## src/rtl/spi_axi_lite_sequencer.sv

```systemverilog
// SPI core sequencer driving an AXI-Lite register map.
// Programs control once after reset, then per command: optional slave select,
// TX write, programmable idle gap, RX read, response, optional deselect.
module spi_axi_lite_sequencer #(
    parameter int NSlave     = 2,
    parameter int ADDR_WIDTH = 32,
    parameter int DATA_WIDTH = 32
) (
    input  logic                  clk,
    input  logic                  reset,

    input  logic [DATA_WIDTH-1:0] cfg_ctrl,
    input  logic [15:0]           cfg_wait,

    input  logic                  cmd_valid,
    output logic                  cmd_ready,
    input  logic [7:0]            cmd_tx,
    input  logic [NSlave-1:0]     cmd_ss,
    input  logic                  cmd_last,

    output logic                  rsp_valid,
    input  logic                  rsp_ready,
    output logic [7:0]            rsp_rx,
    output logic                  busy,

    output logic [ADDR_WIDTH-1:0] o_axi_awaddr,
    output logic                  o_axi_awvalid,
    input  logic                  i_axi_awready,
    output logic [DATA_WIDTH-1:0] o_axi_wdata,
    output logic [3:0]            o_axi_wstrb,
    output logic                  o_axi_wvalid,
    input  logic                  i_axi_wready,
    input  logic                  i_axi_bvalid,
    output logic                  o_axi_bready,
    output logic [ADDR_WIDTH-1:0] o_axi_araddr,
    output logic                  o_axi_arvalid,
    input  logic                  i_axi_arready,
    input  logic [DATA_WIDTH-1:0] i_axi_rdata,
    input  logic                  i_axi_rvalid,
    output logic                  o_axi_rready
);

    typedef enum logic [2:0] {
        S_INIT, S_IDLE, S_SEL, S_DATA, S_WAIT, S_READ, S_RSP, S_DESEL
    } state_t;

    typedef enum logic [2:0] {
        PH_NONE, PH_AW, PH_W, PH_B, PH_AR, PH_R
    } phase_t;

    localparam logic [NSlave-1:0] ALL_SS = '1;

    state_t                state, state_n;
    phase_t                phase, phase_n;
    logic [15:0]           cnt;
    logic [7:0]            tx_q;
    logic [NSlave-1:0]     ss_q;
    logic                  last_q;
    logic [NSlave-1:0]     cur_ss;
    logic [DATA_WIDTH-1:0] wdata_q;
    logic [ADDR_WIDTH-1:0] aw_addr;
    logic [DATA_WIDTH-1:0] wr_data;
    logic                  wr_done;
    logic                  unused_rdata;

    assign o_axi_awaddr = aw_addr;
    assign o_axi_wdata  = wdata_q;
    assign o_axi_wstrb  = 4'hF;
    assign o_axi_araddr = ADDR_WIDTH'(2);
    assign busy         = (state != S_IDLE);
    assign unused_rdata = ^i_axi_rdata[DATA_WIDTH-1:8];

    // Next state, AXI phase sequencing and handshake outputs.
    // Phase handling runs first; the state case may then override phase_n
    // to start the next transaction in the same cycle a write completes.
    always_comb begin
        state_n       = state;
        phase_n       = phase;
        o_axi_awvalid = 1'b0;
        o_axi_wvalid  = 1'b0;
        o_axi_bready  = 1'b0;
        o_axi_arvalid = 1'b0;
        o_axi_rready  = 1'b0;
        cmd_ready     = 1'b0;
        rsp_valid     = 1'b0;
        aw_addr       = '0;
        wr_data       = '0;
        wr_done       = 1'b0;

        case (state)
            S_INIT:  begin aw_addr = ADDR_WIDTH'(3); wr_data = cfg_ctrl;              end
            S_SEL:   begin aw_addr = ADDR_WIDTH'(1); wr_data = DATA_WIDTH'(ss_q);     end
            S_DATA:  begin aw_addr = ADDR_WIDTH'(2); wr_data = DATA_WIDTH'(tx_q);     end
            S_DESEL: begin aw_addr = ADDR_WIDTH'(1); wr_data = DATA_WIDTH'(ALL_SS);   end
            default: ;
        endcase

        case (phase)
            PH_NONE: if (state == S_INIT) phase_n = PH_AW;
            PH_AW: begin
                o_axi_awvalid = 1'b1;
                if (i_axi_awready) phase_n = PH_W;
            end
            PH_W: begin
                o_axi_wvalid = 1'b1;
                if (i_axi_wready) phase_n = PH_B;
            end
            PH_B: begin
                o_axi_bready = 1'b1;
                if (i_axi_bvalid) begin
                    wr_done = 1'b1;
                    phase_n = PH_NONE;
                end
            end
            PH_AR: begin
                o_axi_arvalid = 1'b1;
                if (i_axi_arready) phase_n = PH_R;
            end
            PH_R: begin
                o_axi_rready = 1'b1;
                if (i_axi_rvalid) begin
                    phase_n = PH_NONE;
                    state_n = S_RSP;
                end
            end
            default: ;
        endcase

        case (state)
            S_INIT:  if (wr_done) state_n = S_IDLE;
            S_IDLE: begin
                cmd_ready = 1'b1;
                if (cmd_valid) begin
                    phase_n = PH_AW;
                    state_n = (cmd_ss != cur_ss) ? S_SEL : S_DATA;
                end
            end
            S_SEL: if (wr_done) begin
                state_n = S_DATA;
                phase_n = PH_AW;
            end
            S_DATA: if (wr_done) begin
                if (cfg_wait == 16'd0) begin
                    state_n = S_READ;
                    phase_n = PH_AR;
                end else begin
                    state_n = S_WAIT;
                end
            end
            S_WAIT: if (cnt == 16'd1) begin
                state_n = S_READ;
                phase_n = PH_AR;
            end
            S_RSP: begin
                rsp_valid = 1'b1;
                if (rsp_ready) begin
                    if (last_q) begin
                        state_n = S_DESEL;
                        phase_n = PH_AW;
                    end else begin
                        state_n = S_IDLE;
                    end
                end
            end
            S_DESEL: if (wr_done) state_n = S_IDLE;
            default: ;
        endcase
    end

    // State register plus command latch, write-data capture, slave-select
    // tracking, idle-gap counter and RX capture.
    always_ff @(posedge clk) begin
        if (reset) begin
            state   <= S_INIT;
            phase   <= PH_NONE;
            cnt     <= '0;
            tx_q    <= '0;
            ss_q    <= '0;
            last_q  <= 1'b0;
            cur_ss  <= '1;
            wdata_q <= '0;
            rsp_rx  <= '0;
        end else begin
            state <= state_n;
            phase <= phase_n;
            if (state == S_IDLE && cmd_valid) begin
                tx_q   <= cmd_tx;
                ss_q   <= cmd_ss;
                last_q <= cmd_last;
            end
            if (o_axi_awvalid && i_axi_awready) wdata_q <= wr_data;
            if (wr_done && state == S_SEL)   cur_ss <= ss_q;
            if (wr_done && state == S_DESEL) cur_ss <= '1;
            if (wr_done && state == S_DATA) cnt <= cfg_wait;
            else if (state == S_WAIT)       cnt <= cnt - 16'd1;
            if (o_axi_rready && i_axi_rvalid) rsp_rx <= i_axi_rdata[7:0];
        end
    end

endmodule

```

## config.mk

```make
export PLATFORM = sky130hd
export DESIGN_NAME = spi_axi_lite_sequencer
export DESIGN_NICKNAME = d
export VERILOG_FILES = /design/src/rtl/spi_axi_lite_sequencer.sv
export SDC_FILE = /design/constraint.sdc
export NUM_CORES = 1
export LEC_CHECK = 0
export ABC_CLOCK_PERIOD_IN_PS = 2700
export CORE_MARGIN = 2
export CORE_UTILIZATION = 30
export CTS_CLUSTER_DIAMETER = 80
export DETAILED_ROUTE_END_ITERATION = 8
export GPL_ROUTABILITY_DRIVEN = 1
export REMOVE_ABC_BUFFERS = 1
export SYNTH_ARGS = -nofsm -noshare
export SYNTH_HDL_FRONTEND = slang
export SYNTH_SLANG_ARGS = --single-unit
export TNS_END_PERCENT = 100
```

## constraint.sdc

```tcl
create_clock -name clk -period 2.7 [get_ports clk]
set_input_delay 0.27 -clock clk [delete_from_list [all_inputs] [get_ports clk]]
set_output_delay 0.27 -clock clk [all_outputs]
set_load 0.1 [all_outputs]
```

==> metrics.cfg, run 1 <==
[synth]
synth.avg_cell_area_sq_um = 8.169
ys.flop_type = dfxtp_1
yosysTopAreaCellShare_pct = 37.13
netlist_area_sq_um = 4044
synth-edff-count = 0
synthCells = 495
yosys_warnings = 0
synth_top_area_cell = dfxtp_1
synth_cell_types = 63
ys_seq_area_share_pct = 37.13
synthTopCellsByCount = dfxtp_1, buf_4, nand2_1
synth_most_common_cell = dfxtp_1
ys_async_sr_fraction_pct = 0
synth_seq_cells = 75
ys_top_cells_by_area = dfxtp_1, buf_4, a22oi_1

[floorplan]
die_area_sq_um = 14420
start_util_pct = 30.66
die_h_um = 120.1
num_rows = 42
io_pins = 216
fp.dieW_um = 120.1
core_sq_um = 13190

[sta]
finalSetupViolations = 0
drv_slew = 0
clock_skew_ps = 5.917
relSlewSlack_pct = 34.68
layout_setup_ws_ps = 602.2
post-route-min-period_ps = 2098
fmax_ghz = 0.4767
period_share_pct = 77.70
worstMarginPinSlew_ps = 979.7
hold_violations = 0
rsz0062_at_grt = no

[detailed_routing]
dr.pass1.iters = 6
drc = 0
drt_iter0_markers = 268
vias = 3708
wl_um = 11100
ant_nets = 0
drt-wirelength-per-cell_um = 14.14
viasPerCell = 4.724

[critical_path]
cp.arrival_ps = 1830
critPathLaunchType = flip-flop
r2r_start = state[0]$_SDFF_PP0_
crit_fanout = 18
endpoint = rsp_valid
crit_type = reg2out
crit_start = state[1]$_SDFF_PP0_
cp-end-kind = primary output
ff2ff_setup_slack_ps = 750
worstPathRequired_ps = 2430
r2r_end = cnt[4]$_SDFFE_PP0P_
rr_worst_depth = 5

[placed_design]
postPlaceCellArea_sq_um = 5084
gp_congestion = 0.8069
dp_hpwl_um = 8234
portBuffers = 125
place_ws_ps = 686.5

[cells_and_area]
nFillCells = 1321
fin_util_pct = 40.68
area_growth_pct = 32.70
n_antenna_cell = 0
drive_gt1_share_pct = 13.96
final_nets = 708
final_cell_area_sq_um = 5366

[clock_tree]
root_buffer = clkbuf_16
clkSinkCount = 75
cts_tree = yes
insertion_delay_ps = 330
path_clk_slew_ps = 60
clockBufferDepth = 2
cts-buffers-inserted = 9
cts_resized = 0
post_cts_buffers = 0
holdBufCountCts = 0
cts_max_level = 3

[min_path]
hold_class = reg2reg

[power]
p_total_uw = 3302
irDropWorstVdd_mv = 0.3026
p_per_area_nw_per_um2 = 615.2
leakage_uw = 0.002143

[global_routing]
globalRouteOverflowTotal = 0
globalRouteTotalUtil_pct = 15.15
grt_pass1_vias = 3496
grt_max_degree = 51
grt_pass1_wl_um = 17260
antenna_found_initial = 0

[job]
cap_violations = 0

[run_status]
status = finished clean

worst max-delay path, cell delays in order (launching register included):
cell and delay (ps):
dfxtp_1 420, buf_4 260, nor2b_1 350, and2_1 260, buf_12 190
stage by stage:
stage / instances / setup TNS (ps) / hold slack [ps]
6_report: 785 / 0 / 455.0
5_1_grt: 785 / 0 / 469.9
4_1_cts: 785 / 0 / 456.8
3_5_place_dp: 771 / 0 / 449.4
3_3_place_gp: 771 / 0 / 444.5
2_1_floorplan: 460 / -24880 / 339.1
power breakdown:
| group | internal, uW | switching, uW |
|---|---|---|
| registers | 1140 | 24.7 |
| logic | 195 | 774 |
| clock network | 727 | 440 |
state kept, by name, summed over array words and instances, names as in the netlist:
| register | count |
|---|---|
| o_axi_wdata | 32 |
| cnt | 16 |
| rsp_rx | 8 |
| tx_q | 8 |
| phase | 3 |
| state | 3 |
| cur_ss | 2 |
| ss_q | 2 |
| last_q | 1 |
worst min-delay path by stage:
| stage | from | endpoint | slack (ps) | cells past startpoint |
|---|---|---|---|---|
| after floorplan | reset | cnt[14]$_SDFFE_PP0P_ | 340 | 1 |
| after global placement | rsp_rx[3]$_SDFFE_PP0P_ | rsp_rx[3]$_SDFFE_PP0P_ | 440 | 2 |
| after detailed placement | rsp_rx[3]$_SDFFE_PP0P_ | rsp_rx[3]$_SDFFE_PP0P_ | 450 | 2 |
| after CTS | rsp_rx[3]$_SDFFE_PP0P_ | rsp_rx[3]$_SDFFE_PP0P_ | 460 | 2 |
| after global routing | rsp_rx[3]$_SDFFE_PP0P_ | rsp_rx[3]$_SDFFE_PP0P_ | 470 | 2 |
| final | rsp_rx[3]$_SDFFE_PP0P_ | rsp_rx[3]$_SDFFE_PP0P_ | 460 | 2 |
kinds of logic after synthesis:
group | share of synthesized area (%)
buffers and inverters | 16.71
AO/OA/AOI/OAI | 21.47
multiplexers | 0.2475
other | 0.1857
flip-flops | 37.13
adder cells (fa/ha/maj) | 0.6187
XOR/XNOR | 1.299
AND/OR/NAND/NOR | 22.34
final cells by class:
class / count / area [sq um] / share of cell area [%]
Timing Repair Buffer: 135 / 1221 / 22.76
Tap cell: 176 / 220.2 / 4.104
Clock buffer: 11 / 242.7 / 4.523
Clock inverter: 3 / 40.04 / 0.7461
Multi-Input combinational cell: 376 / 2107 / 39.26
Sequential cell: 75 / 1501 / 27.98
Inverter: 9 / 33.78 / 0.6295
routing by layer:
metal | vias to the layer above | GRT usage [%] | wire length (um)
li1 | 1857 | - | -
met1 | 1720 | 19.18 | 4937
met2 | 119 | 24.68 | 5311
met3 | 12 | 2.947 | 652
met4 | 0 | 7.206 | 196
met5 | - | 0 | 0
cell usage in the layout (no fill, tap or decap), types with 3 or more instances in the layout:
master / instances
o21ai_0: 8
nor2b_1: 5
nor3b_1: 5
o211a_1: 3
or4_1: 3
nor3_1: 4
o311ai_0: 4
a22oi_1: 30
nand2_1: 58
a21oi_1: 33
conb_1: 66
a211oi_1: 5
a31oi_1: 11
inv_1: 9
or2_2: 3
nand3_1: 11
nand4_1: 5
nor4_1: 4
dfxtp_1: 75
a221oi_1: 4
nor2_1: 46
clkdlybuf4s50_1: 74
and2_1: 8
or3_1: 6
buf_4: 58
clkbuf_16: 9
xnor2_1: 4
a22o_1: 6
Note: power is estimated with default switching activity, not from simulation.
==> run 2: changes to the inputs <==
- ABC_CLOCK_PERIOD_IN_PS: 2700 -> 1700
- PLACE_DENSITY: unset -> 0.67
- clock period: 2.7 -> 1.7 ns (I/O delays scaled with it)
==> metrics.cfg, run 2 (synthesis gave the netlist of run 1 again) <==
[placed_design]
gp_congestion = 0.8100  ; +0.38%
portBuffers = 125  ; unchanged
postPlaceCellArea_sq_um = 5461  ; +7.4%
dp_hpwl_um = 8633  ; +4.8%

[cells_and_area]
layout_common_cells = buf_4, clkdlybuf4s50_1, dfxtp_1
largest_reg_flops = 32  ; unchanged
nFillCells = 1290  ; -2.3%
final_nets = 740  ; +4.5%
multi_input_area_sq_um = 2170  ; +3.0%
drive_gt1_share_pct = 21.15  ; +7.2 points
final_common_cell = buf_4
seqCellArea_sq_um = 1511  ; +0.67%
area_growth_pct = 44.71
final_cell_area_sq_um = 5852  ; +9.0%
n_antenna_cell = 0  ; unchanged
fin_util_pct = 44.37  ; +3.7 points

[sta]
post-route-min-period_ps = 1622
worstMarginPinSlew_ps = 509.5  ; -470.3 ps
drv_slew = 0  ; unchanged
hold_ws_ps = 208.3  ; -246.8 ps
relSlewSlack_pct = 65.91  ; +31 points
finalSetupViolations = 0  ; unchanged
period_share_pct = 95.41
fmax_ghz = 0.6165
hold_violations = 0  ; unchanged
clock_skew_ps = 8.097  ; +2.180 ps

[floorplan]
die_area_sq_um = 14420  ; unchanged
die_h_um = 120.1  ; unchanged
fp.dieW_um = 120.1  ; unchanged
start_util_pct = 30.66  ; unchanged
num_rows = 42  ; unchanged
core_sq_um = 13190  ; unchanged
io_pins = 216  ; unchanged

[global_routing]
antenna_found_initial = 0  ; unchanged
globalRouteOverflowTotal = 0  ; unchanged
grt_pass1_vias = 3642  ; +4.2%
grt_max_degree = 38  ; -25%
grt_pass1_wl_um = 17580  ; +1.8%
globalRouteTotalUtil_pct = 15.10  ; -0.055 points

[clock_tree]
insertion_delay_ps = 330  ; about the same
path_clk_slew_ps = 60  ; about the same
post_cts_buffers = 0  ; unchanged
cts_tree = yes
cts_max_level = 3  ; unchanged
root_buffer = clkbuf_16
clockBufferDepth = 2  ; unchanged
cts-buffers-inserted = 9  ; unchanged
clkSinkCount = 75  ; unchanged
holdBufCountCts = 0  ; unchanged

[power]
irDropWorstVdd_mv = 0.4419  ; +46%
p_seq_share_pct = 34.1  ; -1.2 points
p_int_uw = 3368  ; +63%
power_frac_comb_pct = 29.8  ; +0.4 points
power_switching_uw = 2047  ; +65%
p_total_uw = 5415  ; +64%
clkPwrFrac_pct = 36.1  ; +0.8 points
p_sw_share_pct = 37.80  ; +0.29 points
leakage_uw = 0.002379  ; +11%
p_per_area_nw_per_um2 = 925.3  ; +50%

[detailed_routing]
drt_iter0_markers = 259  ; -3.4%
drc = 0  ; unchanged
vias = 3928  ; +5.9%
ant_nets = 0  ; unchanged
wl_um = 11210  ; +1.0%
viasPerCell = 4.796  ; +1.5%
drt-wirelength-per-cell_um = 13.69  ; -3.2%
dr.pass1.iters = 5  ; -1

[critical_path]
crit_type = reg2reg
crit_fanout = 4  ; -14
critPathLaunchType = flip-flop
cp.arrival_ps = 1840  ; about the same
cp-end-kind = flip-flop
worstPathRequired_ps = 1920  ; -510 ps

[job]
cap_violations = 0  ; unchanged

[min_path]
hold_class = in2reg

[run_status]
status = finished clean

-- run 2: cell count changes in the layout (fill, tap and decap cells not counted), moves of 3 or more --
| cell | before | now |
|---|---|---|
| dfxtp_1 | 75 | 71 |
| nor2b_1 | 5 | 2 |
| buf_4 | 58 | 77 |
| buf_12 | 2 | 13 |
-- run 2: per-layer routing --
layer,part of all wire (%),track usage [%],up-vias
met5,0,0,-
met3,6.2,3.517,12
met2,50,26.17,150
li1,-,-,1920
met4,1.2,4.853,0
met1,42,18.38,1846
-- run 2: timing repair --
action	4_1_cts	5_1_grt
endpoints found under the setup margin	6	18
resized for setup	8	15
pin swaps	0	1
-- run 2: layout make-up --
cell class                 count  share of cell area (%)
tap                          176                   3.763
clock inverter                 6                   1.219
inverter                       9                  0.5773
timing repair buffer         167                   27.45
clock buffer                  10                   4.084
sequential                    75                   25.83
multi-input combinational    376                   37.08
-- run 2: per-stage QoR --
step	TNS, ps	instances	setup slack, ps
after floorplan	-71480	460	-2886
after global placement	-118.1	803	-58.23
after detailed placement	-240.4	803	-89.43
after CTS	0	819	5.271
after global routing	-8.113	819	-7.371
final	0	819	78.04
-- run 2: power by group through the flow --
stage               Sequential, uW  Clock (uW)  Combinational [uW]
floorplan                     2210           0                 852
global placement              1880           0                1600
detailed placement            1890           0                1600
CTS                           1850        2000                1610
global route                  1850        2080                1670
finish                        1850        1950                1610
-- run 2: path summary, 6_finish.rpt --
check	startpoint	to	slack [ps]	cells past startpoint
setup / recovery	cnt[13]$_SDFFE_PP0P_	phase[1]$_SDFF_PP0_	80	4
hold / removal	reset	phase[2]$_SDFF_PP0_	210	2
setup reg to reg	cnt[13]$_SDFFE_PP0P_	phase[1]$_SDFF_PP0_	80	4
hold reg to reg	rsp_rx[7]$_SDFFE_PP0P_	rsp_rx[7]$_SDFFE_PP0P_	460	2
-- run 2: critical path, cell delays in order, from the launching register on --
cell	delay, ps
dfxtp_1	320
or3_1	400
nor3b_1	300
a31oi_1	170
o31a_1	320
==> run 3: changes to the inputs <==
- ABC_AREA: unset -> 1
- ABC_CLOCK_PERIOD_IN_PS: 1700 -> unset
- PLACE_DENSITY: 0.67 -> unset
- PLACE_DENSITY_LB_ADDON: unset -> 0.05
==> metrics.cfg, run 3 <==
[synth]
ys_seq_area_share_pct = 34.86  ; -2.3 points
synthTopCellsByCount = nand2_1, buf_4, dfxtp_1
synthCells = 626  ; +26%
netlist_area_sq_um = 4307  ; +6.5%
synth_most_common_cell = nand2_1
yosys_warnings = 0  ; unchanged
synth.avg_cell_area_sq_um = 6.880  ; -16%
ys.flop_type = dfxtp_1
synth_seq_cells = 75  ; unchanged
ys_async_sr_fraction_pct = 0  ; unchanged
synth_cell_types = 34  ; -46%
synth-edff-count = 0  ; unchanged
synth_top_area_cell = dfxtp_1
ys_top_cells_by_area = dfxtp_1, buf_4, nand2_1
yosysTopAreaCellShare_pct = 34.86  ; -2.3 points

[power]
clkPwrFrac_pct = 33.6  ; -2.5 points
power_frac_comb_pct = 35.3  ; +5.5 points
p_per_area_nw_per_um2 = 1031  ; +11%
leakage_uw = 0.002615  ; +9.9%
power_switching_uw = 2507  ; +23%
irDropWorstVdd_mv = 0.6837  ; +55%
p_sw_share_pct = 40.52  ; +2.7 points
p_seq_share_pct = 31.1  ; -3.0 points
p_int_uw = 3681  ; +9.3%

[floorplan]
die_area_sq_um = 15330  ; +6.3%
die_h_um = 123.8  ; +3.1%
num_rows = 43  ; +2.4%
fp.dieW_um = 123.8  ; +3.1%
io_pins = 216  ; unchanged
core_sq_um = 13930  ; +5.6%
start_util_pct = 30.91  ; +0.25 points

[sta]
clock_skew_ps = 5.349  ; -2.748 ps
post-route-min-period_ps = 1630  ; +7.884 ps
finalSetupViolations = 0  ; unchanged
fmax_ghz = 0.6136  ; -0.48%
hold_ws_ps = 306.3  ; +98.01 ps
period_share_pct = 95.87  ; +0.46 points
tns_ps = 0  ; unchanged
rsz0062_at_grt = yes
drv_slew = 0  ; unchanged
hold_violations = 0  ; unchanged

[cells_and_area]
area_growth_pct = 39.34
nFillCells = 1453  ; +13%
final_common_cell = nand2_1
seqCellArea_sq_um = 1515  ; +0.25%
final_nets = 865  ; +17%
drive_gt1_share_pct = 17.06  ; -4.1 points
n_antenna_cell = 0  ; unchanged
largest_reg_flops = 32  ; unchanged
layout_common_cells = nand2_1, clkdlybuf4s50_1, dfxtp_1
final_cell_area_sq_um = 6001  ; +2.5%
multi_input_area_sq_um = 2162  ; -0.35%

[detailed_routing]
wl_um = 12350  ; +10%
ant_nets = 0  ; unchanged
drc = 0  ; unchanged
drt_iter0_markers = 164  ; -37%
dr.pass1.iters = 4  ; -1
drt-wirelength-per-cell_um = 13.03  ; -4.8%
viasPerCell = 4.517  ; -5.8%
vias = 4282  ; +9.0%

[global_routing]
globalRouteOverflowTotal = 0  ; unchanged
use_met2_pct = 28.26  ; +2.1 points
groute.layer.met1.usage_pct = 19.41  ; +1.0 points
grt.busiest_layer = met2
globalRouteTotalUtil_pct = 16.34  ; +1.2 points
grt_max_degree = 58  ; +53%
grt_pass1_vias = 4042  ; +11%
grt_pass1_wl_um = 19480  ; +11%
use_met3_pct = 5.311  ; +1.8 points
antenna_found_initial = 0  ; unchanged

[placed_design]
portBuffers = 125  ; unchanged
dp_hpwl_um = 8885  ; +2.9%
gp_congestion = 0.8495  ; +4.9%
postPlaceCellArea_sq_um = 5634  ; +3.2%

[critical_path]
worstPathRequired_ps = 1530  ; -390 ps
critPathLaunchType = flip-flop
cpLargestDelayFamily = buffers and inverters
r2r_end = cnt[14]$_SDFFE_PP0P_
path_cells = buf_6, nor2_2, nand2_1, o21ai_1, nor2_1, inv_2, buf_12
crit_buf_inv = 3  ; +3
cp.arrival_ps = 1460  ; -380 ps
rr_worst_depth = 9  ; +5
ff2ff_setup_slack_ps = 170  ; +90 ps
crit_fanout = 7  ; +3
r2r_start = cnt[0]$_SDFFE_PP0P_
max_stage_delay_ps = 340  ; -60 ps
crit_type = reg2out
cp-end-kind = primary output
crit_slowest_cell = dfxtp_2

[min_path]
hold_depth = 3  ; +1
min_from = reset
holdPathEnd = o_axi_wdata[2]$_SDFFE_PP0P_
hold_class = in2reg

[clock_tree]
path_clk_slew_ps = 60  ; about the same
clkSinkCount = 75  ; unchanged
holdBufCountCts = 0  ; unchanged
root_buffer = clkbuf_16
cts-buffers-inserted = 9  ; unchanged
insertion_delay_ps = 340  ; about the same
cts_max_level = 3  ; unchanged
clockBufferDepth = 2  ; unchanged
cts_tree = yes

[job]
cap_violations = 0  ; unchanged

[run_status]
status = finished clean

==> run 3: final cells by class <==
cell class	count	share of cell area, %
multi-input combinational	460	36.03
timing repair buffer	156	25.81
sequential	75	25.25
clock buffer	12	4.108
inverter	61	3.816
tap	180	3.753
clock inverter	4	1.230
==> run 3: timing repair <==
item / 4_1_cts / 5_1_grt
resized for setup: 13 / 5
buffers inserted: 1 / 1
pin swaps: 2 / 2
endpoints found under the setup margin: 6 / 6
==> run 3: stage by stage <==
| step | setup WS (ps) | util [%] | total power [uW] | cells |
|---|---|---|---|---|
| finish | 70.15 | 43.06 | 6189 | 948 |
| global route | -14.92 | 43.06 | 6461 | 948 |
| CTS | 14.52 | 42.96 | 6273 | 947 |
| detailed placement | 15.55 | 40.43 | 4144 | 930 |
| global placement | 61.21 | 40.43 | 4139 | 930 |
| floorplan | -1530 | - | 3543 | 596 |
==> run 3: metal layers <==
| layer | vias up | share of wire (%) | routed length [um] |
|---|---|---|---|
| li1 | 2174 | - | - |
| met1 | 1934 | 44 | 5374 |
| met2 | 159 | 48 | 5949 |
| met3 | 15 | 6.9 | 850 |
| met4 | 0 | 1.4 | 177 |
| met5 | - | 0 | 0 |
==> run 3: power by group through the flow <==
stage / combinational [uW] / clock (uW) / sequential, uW
2_1_floorplan: 1080 / 0 / 2460
3_3_place_gp: 2180 / 0 / 1960
3_5_place_dp: 2180 / 0 / 1960
4_1_cts: 2190 / 2160 / 1930
5_1_grt: 2300 / 2220 / 1940
6_report: 2180 / 2080 / 1930
==> run 3: cells by family (layout without fill, tap and decap cells) <==
family          Yosys count  in the layout  synth area share (%)
xor+xnor                  8              8                 1.627
simple gates            258            258                 26.18
other cells               2             66                0.1744
buf+inv                 155            233                 20.74
fa+ha+maj                 2              2                0.5810
compound gates          126            126                 15.83
flops                    75             75                 34.86
==> run 3: worst min-delay path: stages <==
cell     delay, ps
buf_2          120
buf_12         190
a21oi_1        130
==> run 3: worst max path at each step <==
| stage | start | end | slack [ps] | cells past startpoint |
|---|---|---|---|---|
| after global placement | cfg_wait[8] | phase[2]$_SDFF_PP0_ | 60 | 8 |
| after detailed placement | cfg_wait[8] | phase[2]$_SDFF_PP0_ | 20 | 8 |
| after CTS | state[2]$_SDFF_PP0_ | o_axi_awaddr[0] | 10 | 7 |
| after global routing | state[2]$_SDFF_PP0_ | o_axi_awaddr[0] | -10 | 7 |
| after floorplan | phase[1]$_SDFF_PP0_ | phase[1]$_SDFF_PP0_ | -1530 | 6 |
| final | state[2]$_SDFF_PP0_ | o_axi_awaddr[0] | 70 | 7 |
